## src/rtl/switch_arb_pkg.sv

```systemverilog
// Shared types, default widths and the round-robin pointer helper for the
// switch ingress arbiter.
package switch_arb_pkg;

  typedef enum logic [0:0] {
    IDLE  = 1'b0,
    GRANT = 1'b1
  } arb_state_t;

  localparam int unsigned ADDR_WIDTH_DEF = 8;
  localparam int unsigned DATA_WIDTH_DEF = 16;

  // Wraps explicitly so that non-power-of-two requester counts roll over to 0.
  function automatic int unsigned rr_next(input int unsigned ptr, input int unsigned num_req);
    return (ptr + 32'd1 >= num_req) ? 32'd0 : ptr + 32'd1;
  endfunction

endpackage

```

## src/rtl/switch_ingress_arb_rr_picker.sv

```systemverilog
// Combinational round-robin search: first set request at or after start_i,
// wrapping modulo NUM_REQ.
module rr_picker #(
  parameter int unsigned NUM_REQ = 4,
  parameter int unsigned IDX_W   = $clog2(NUM_REQ)
) (
  input  logic [NUM_REQ-1:0] req_i,
  input  logic [IDX_W-1:0]   start_i,
  output logic               found_o,
  output logic [IDX_W-1:0]   idx_o
);

  always_comb begin
    int unsigned j;
    logic [IDX_W-1:0] jj;
    logic hit;
    hit   = 1'b0;
    idx_o = '0;
    j     = 0;
    jj    = '0;
    for (int unsigned k = 0; k < NUM_REQ; k++) begin
      j  = (32'(start_i) + k) % NUM_REQ;
      jj = IDX_W'(j);
      if (!hit && req_i[jj]) begin
        hit   = 1'b1;
        idx_o = jj;
      end
    end
    found_o = hit;
  end

endmodule

```

## src/rtl/switch_ingress_arb.sv

```systemverilog
// Round-robin arbiter sharing the switch ingress port between NUM_REQ
// valid/ready requesters, with bounded bursts and a registered output beat.
module switch_ingress_arb
  import switch_arb_pkg::*;
#(
  parameter int unsigned NUM_REQ    = 4,
  parameter int unsigned ADDR_WIDTH = ADDR_WIDTH_DEF,
  parameter int unsigned DATA_WIDTH = DATA_WIDTH_DEF,
  parameter int unsigned BURST_MAX  = 4
) (
  input  logic                          clk,
  input  logic                          rstn,
  input  logic                          en,
  input  logic [NUM_REQ-1:0]            req_vld,
  input  logic [NUM_REQ*ADDR_WIDTH-1:0] req_addr,
  input  logic [NUM_REQ*DATA_WIDTH-1:0] req_data,
  output logic [NUM_REQ-1:0]            req_rdy,
  output logic [ADDR_WIDTH-1:0]         addr,
  output logic [DATA_WIDTH-1:0]         data,
  output logic                          vld,
  output logic [$clog2(NUM_REQ)-1:0]    gnt_id,
  output logic                          busy
);

  localparam int unsigned IW = $clog2(NUM_REQ);
  localparam int unsigned CW = $clog2(BURST_MAX + 1);

  arb_state_t              state_q, state_d;
  logic [IW-1:0]           owner_q, owner_d;
  logic [IW-1:0]           rr_q, rr_d;
  logic [CW-1:0]           beat_q, beat_d;
  logic                    bubble_q, bubble_d;
  logic                    vld_q, vld_d;
  logic [ADDR_WIDTH-1:0]   addr_q, addr_d;
  logic [DATA_WIDTH-1:0]   data_q, data_d;

  logic [IW-1:0]           owner_nxt;
  logic [IW-1:0]           pick_start;
  logic [IW-1:0]           pick_idx;
  logic                    pick_found;
  logic                    xfer;
  logic                    burst_end;
  logic [ADDR_WIDTH-1:0]   sel_addr;
  logic [DATA_WIDTH-1:0]   sel_data;

  assign owner_nxt  = IW'(rr_next(32'(owner_q), NUM_REQ));
  assign pick_start = (state_q == GRANT) ? owner_nxt : rr_q;

  rr_picker #(
    .NUM_REQ (NUM_REQ),
    .IDX_W   (IW)
  ) u_picker (
    .req_i   (req_vld),
    .start_i (pick_start),
    .found_o (pick_found),
    .idx_o   (pick_idx)
  );

  always_comb begin
    sel_addr = '0;
    sel_data = '0;
    for (int unsigned i = 0; i < NUM_REQ; i++) begin
      if (owner_q == IW'(i)) begin
        sel_addr = req_addr[i*ADDR_WIDTH +: ADDR_WIDTH];
        sel_data = req_data[i*DATA_WIDTH +: DATA_WIDTH];
      end
    end
  end

  // bubble_q blanks ready for the cycle after a re-pick so ready never
  // depends on the same-cycle pick result.
  always_comb begin
    req_rdy = '0;
    if (state_q == GRANT && en && !bubble_q) req_rdy[owner_q] = 1'b1;
  end

  assign xfer = |(req_rdy & req_vld);

  always_comb begin
    state_d   = state_q;
    owner_d   = owner_q;
    rr_d      = rr_q;
    beat_d    = beat_q;
    bubble_d  = bubble_q;
    vld_d     = 1'b0;
    addr_d    = addr_q;
    data_d    = data_q;
    burst_end = 1'b0;
    case (state_q)
      IDLE: begin
        if (en && pick_found) begin
          state_d = GRANT;
          owner_d = pick_idx;
          beat_d  = '0;
        end
      end
      GRANT: begin
        if (en && bubble_q) begin
          bubble_d = 1'b0;
        end else if (en) begin
          if (xfer) begin
            vld_d     = 1'b1;
            addr_d    = sel_addr;
            data_d    = sel_data;
            beat_d    = beat_q + CW'(1);
            burst_end = (beat_q == CW'(BURST_MAX - 1));
          end else begin
            burst_end = 1'b1;
          end
          if (burst_end) begin
            rr_d   = owner_nxt;
            beat_d = '0;
            if (pick_found) begin
              owner_d  = pick_idx;
              bubble_d = 1'b1;
            end else begin
              state_d = IDLE;
            end
          end
        end
      end
      default: state_d = IDLE;
    endcase
  end

  always_ff @(posedge clk or negedge rstn) begin
    if (!rstn) begin
      state_q  <= IDLE;
      owner_q  <= '0;
      rr_q     <= '0;
      beat_q   <= '0;
      bubble_q <= 1'b0;
      vld_q    <= 1'b0;
      addr_q   <= '0;
      data_q   <= '0;
    end else begin
      state_q  <= state_d;
      owner_q  <= owner_d;
      rr_q     <= rr_d;
      beat_q   <= beat_d;
      bubble_q <= bubble_d;
      vld_q    <= vld_d;
      addr_q   <= addr_d;
      data_q   <= data_d;
    end
  end

  assign vld    = vld_q;
  assign addr   = addr_q;
  assign data   = data_q;
  assign gnt_id = owner_q;
  assign busy   = (state_q == GRANT);

endmodule

```

## config.mk

```make
export PLATFORM = sky130hd
export DESIGN_NAME = switch_ingress_arb
export DESIGN_NICKNAME = d
export VERILOG_FILES = /design/src/rtl/switch_arb_pkg.sv /design/src/rtl/switch_ingress_arb_rr_picker.sv /design/src/rtl/switch_ingress_arb.sv
export SDC_FILE = /design/constraint.sdc
export NUM_CORES = 1
export LEC_CHECK = 0
export CORE_ASPECT_RATIO = 1.4
export CORE_MARGIN = 5
export CORE_UTILIZATION = 40
export DETAILED_ROUTE_END_ITERATION = 10
export DONT_BUFFER_PORTS = 1
export GPL_ROUTABILITY_DRIVEN = 0
export GPL_TIMING_DRIVEN = 0
export SLEW_MARGIN = 15
export SYNTH_ARGS = -nofsm -noshare
export SYNTH_HDL_FRONTEND = slang
export SYNTH_SLANG_ARGS = --single-unit
export TNS_END_PERCENT = 50
```

## constraint.sdc

```tcl
create_clock -name clk -period 2.3 [get_ports clk]
set_clock_uncertainty 0.15 [all_clocks]
set_input_delay 0.345 -clock clk [delete_from_list [all_inputs] [get_ports clk]]
set_output_delay 0.345 -clock clk [all_outputs]
set_load 0.1 [all_outputs]
```

# == Word-level counts from Yosys, hierarchy flattened ==
# Index checks and enable logic that the tools add are counted.
# op_classes
bitwise_logic,3
reduce_logical,22
n_eq_ne,10
order_cmp,7
n_mux,59
n_addsub,5
# ops
cell,count
$mux W16,4
$mux W8,4
$mux W1,26
$mux W2,11
$reduce_and A4 Y1,4
$lt A2 B3 Y1 const B,5
$mux W3,5
$bmux W1 S2,4
$logic_and A1 B1 Y1,8
$ne A2 B2 Y1 const B,3
$pmux W3 S2,1
$reduce_bool A2 Y1,3
$reduce_and A5 Y1,1
$add A2 B2 Y2 const B,2
$and A4 B4 Y4,1
$eq A2 B2 Y1 const B,2
$logic_not A1 Y1,4
$mux W4,1
$ne A2 B1 Y1 const B,2
$pmux W2 S2,1
$reduce_or A4 Y1,1
$add A2 B1 Y3 const B,1
$add A3 B1 Y3 const B,1
$eq A3 B2 Y1 const B,1
other kinds (9),10
# totals
inputBits,103
register_bits,34
output_inout_bits,32

# == Longest topological paths before layout ==
# depth
depth_word,21
mapped_depth,8
depth_no_buf,6

# == Hierarchy ==
# A second synthesis with hierarchy kept.
# hier_totals
hier_cells,224
area_unflattened_um2,2078.2
# modules_own_cells
mod,instances,seq_area_each_um2,cells_each,area_each_um2
switch_ingress_arb,1,850.8,209,2000.7
rr_picker,1,0.0,15,77.6

# == Least setup slack after synthesis ==
# No wires, ideal clock.
# synth_path
kind,flip-flop to output port
start,register owner_q[1] (netlist: gnt_id[1])
end,output req_rdy[2]
setup_slack_ps,-826
path_buffers,3
t_arrival_ps,2631
required_time_ps,1805
path_stages_with_launch,6
cell_sequence,dfrtp_1 -> ha_1 -> buf_2 -> buf_2 -> buf_1 -> and2_1
# synth_between
elab_chain_len,5
word_cells_on_any_way,6
cone_classes,2 x order compare; 3 x mux; 1 x reduce/logical
# synth_rtl
element,line_no,text
"start, declared",switch_ingress_arb.sv:29,"logic [IW-1:0] owner_q, owner_d;"
"start signal, assigned",switch_ingress_arb.sv:138,owner_q <= owner_d;
$lt A2 B3 Y1 (implied by the code) or $ge A2 B1 Y1 (tied branches),switch_ingress_arb.sv:74,if (state_q == GRANT && en && !bubble_q) req_rdy[owner_q] = 1'b1;
$logic_and A1 B1 Y1 (implied by the code),switch_ingress_arb.sv:74,
$mux W1 (implied by the code),switch_ingress_arb.sv:74,
$demux W1 S2 *,switch_ingress_arb.sv:74,
$mux W4 *,switch_ingress_arb.sv:74,
"end, declared",switch_ingress_arb.sv:17,"output logic [NUM_REQ-1:0] req_rdy,"
# Mark *: on every way between the ends. The rest lies on a longest branch, timed or not.

# == Final worst setup path ==
# layout_path
start,register owner_q[0] (netlist: gnt_id[0])
end,register state_q (netlist: busy)
# layout_between
elab_chain_len,21
word_cells_on_any_way,44
cone_classes,4 x add/sub; 3 x order compare; 27 x mux; 1 x bitwise; 9 x reduce/logical
# layout_rtl
element,line_no,text
branches (longest 20 deep; another with $add A2 B1 Y3),--,
$pmux W1 S2 *,switch_ingress_arb.sv:89,case (state_q)
named net state_d,switch_ingress_arb.sv:28,"arb_state_t state_q, state_d;"
"end signal, assigned",switch_ingress_arb.sv:137,state_q <= state_d;
"end, declared",switch_ingress_arb.sv:28,
# Mark *: on every way through the listed nets, which the timed path passes. The select of a mux whose other input is x is not followed.
# A chain may end at the register's enable or synchronous reset.

==> results.yml <==
floorplan:
  initial_core_util_pct: 41.64
  die_w_um: 76.26
  fp-row-count: 33
  die_y_um: 102.8
  dieArea_um2: 7837
  num_io_pins: 135
  core-area_um2: 5904
timing:
  slew_viol_final: 0
  relSlewSlack_pct: 37.18
  worstMarginPinSlew_ps: 942.3
  setup_viol: 0
  min_period_ps: 2240
  hold_violations: 0
  holdWs_ps: 62.50
  timing.fmax_ghz: 0.4464
  fin_setup_tns_ps: 0
  min_period_over_period_pct: 97.40
outcome:
  status: "complete, no violations"
layout:
  layout-drive-gt1-share_pct: 21.54
  multi_input_area_um2: 1443
  num_antenna_cells: 0
  final_core_util_pct: 50.22
  nFillCells: 577
  layout.nets: 419
  regArea_um2: 862.1
  synthToLayoutAreaGrowth_pct: 20.61
  finalNonFillerCells: 381
hold_path:
  hp-class: "input pin to flip-flop"
route:
  drc: 0
  wl_um: 8173
  dr.pass1.iters: 4
  drt.antenna.violating_nets: 0
  dr.first_iter.drc_count: 136
  via_per_inst: 6.131
  wl_per_cell_um: 21.45
  vias: 2336
synth:
  synthArstFlopShare_pct: 100.0
  yosysUniqueCellTypes: 40
  ys_seq_elements: 34
  syn_area_per_cell_um2: 8.537
  synth_area_um2: 2459
  ys.flop_type: "dfrtp_1"
  synth-edff-count: 0
  yosysTopAreaCellShare_pct: 34.61
  syn-num-nets: 397
  ys_seq_area_share_pct: 34.61
  synth.area.top_cells: "dfrtp_1 (35%), a211o_1 (8.5%), a221oi_1 (8.5%), a31oi_1 (6.1%), nor2b_1 (6.1%)"
  syn_inst: 288
  yosysWarnings: 0
  post-synth-top-area-cell: "dfrtp_1"
power_and_ir_drop:
  peakVddDrop_mv: 0.7725
  p_per_area_nw_per_um2: 1995
  power.leakage_nw: 1.310
  p_total_mw: 5.915
placed_design:
  place_inst: 358
  post-dp-hpwl_um: 6089
  numPortBuffers: 0
setup_path:
  worstPathRequired_ps: 2320
  crit_path_end_kind: "flip-flop"
  arrival_ps: 2260
  start_kind: "flip-flop"
  worstSetupPathType: "flip-flop to flip-flop"
  path_max_fanout: 7
global_route:
  grt_antenna_before_repair: 0
  grt-ovfl-total: 0
  grt_max_degree: 35
  track_usage_pct: 20.59
  grt_first_pass_wirelength_um: 12870
  grt_pass1_vias: 2354
clocking:
  numCtsBuffers: 5
  cts.clk_slew.worst_paths_ps: 70
  ctsRootBufferMaster: "clkbuf_8"
  h-tree-depth: 2
  clock_sinks: 34
  cts_buffer_depth: 2
  cts_tree: "yes"
  clk_latency_ps: 280
job:
  cap_violations: 0
[synth_stat cells (2+ instances only)]
library cell and count:
nand2b_1 3, inv_1 27, a31oi_1 24, buf_6 2
or3b_1 2, o21ai_0 7, clkbuf_1 8, nand4_1 2
buf_2 11, a221oi_1 24, nand2_1 32, dfrtp_1 34
a211o_1 24, and2_1 4, buf_4 4, ha_1 6
a22oi_4 2, nor2b_1 24, mux2i_1 2, nor2_1 26
[metal layers]
layer  GRT usage, %  part of all wire, %
met5              0                    0
met1          23.83                   38
met4          6.460                  1.5
met3          6.818                  8.5
met2          36.15                   52
[per-stage QoR]
step / instance area [um2] / setup WS [ps]
after global routing: 2965 / -19.71
final: 2965 / 59.81
after global placement: 2557 / -501.0
after floorplan: 2470 / -109.1
after CTS: 2885 / -22.31
after detailed placement: 2557 / -507.0
[path summary, 6_finish.rpt]
path / start / end / slack (ps) / cells after the start
setup / recovery: gnt_id[0] / busy / 60 / 7
hold / removal: req_data[48] / data[0] / 60 / 2
setup reg to reg: gnt_id[0] / busy / 60 / 7
hold reg to reg: beat_q[2] / beat_q[2] / 340 / 2
max in group asynchronous: rstn / busy / 1420 / 2
min in group asynchronous: rstn / data[2] / 360 / 2
[registers in the layout (all words and copies together) (netlist names)]
signal / count
data: 16
addr: 8
beat_q: 3
gnt_id: 2
rr_q: 2
bubble_q: 1
busy: 1
vld: 1
[cell type report]
| type | count | area share [%] |
|---|---|---|
| buffer | 21 | 6.034 |
| sequential | 34 | 29.07 |
| multi-input combinational | 201 | 48.65 |
| clock buffer | 8 | 3.713 |
| timing repair buffer | 20 | 5.992 |
| inverter | 27 | 3.587 |
| tap | 70 | 2.954 |
[where the power goes]
part	switching, mW	internal, mW
sequential	2.04	0.854
combinational	1.30	1.20
clock	0.218	0.302
total	3.56	2.36
[cells by family (layout without fill, tap and decap cells)]
family / count (synthesis) / after routing / synth area share [%]
buffers and inverters: 53 / 76 / 9.873
muxes: 4 / 4 / 1.730
AOI/OAI and AO/OA: 93 / 93 / 30.99
DFF: 34 / 34 / 34.61
adders and majority gates: 6 / 6 / 3.053
and+or+nand+nor: 98 / 98 / 19.75
[critical path, stage by stage (launching register included)]
cell and delay [ps]:
dfrtp_4 690, inv_4 90, ha_4 190, buf_4 140, a22oi_4 170, a211oi_4 120, or3b_1 380, a22o_1 200
[cells in the final DEF, fill, tap and decap left out, drive strengths merged, types with 4 or more instances in the layout]
master  instances
nand2          32
o21ai           8
clkbuf         18
nor2b          24
dfrtp          34
a211o          24
inv            27
a221oi         24
buf            30
and2            4
ha              6
nor2           26
a31oi          24
[timing repair]
action	in CTS	in global routing
endpoints found under the hold margin	34	0
hold buffers	2	0
gates cloned	0	0
resized for setup	39	11
setup buffers	8	10
endpoints found under the setup margin	28	28
pin swaps	5	10
Note: power is estimated with default switching activity, not from simulation.
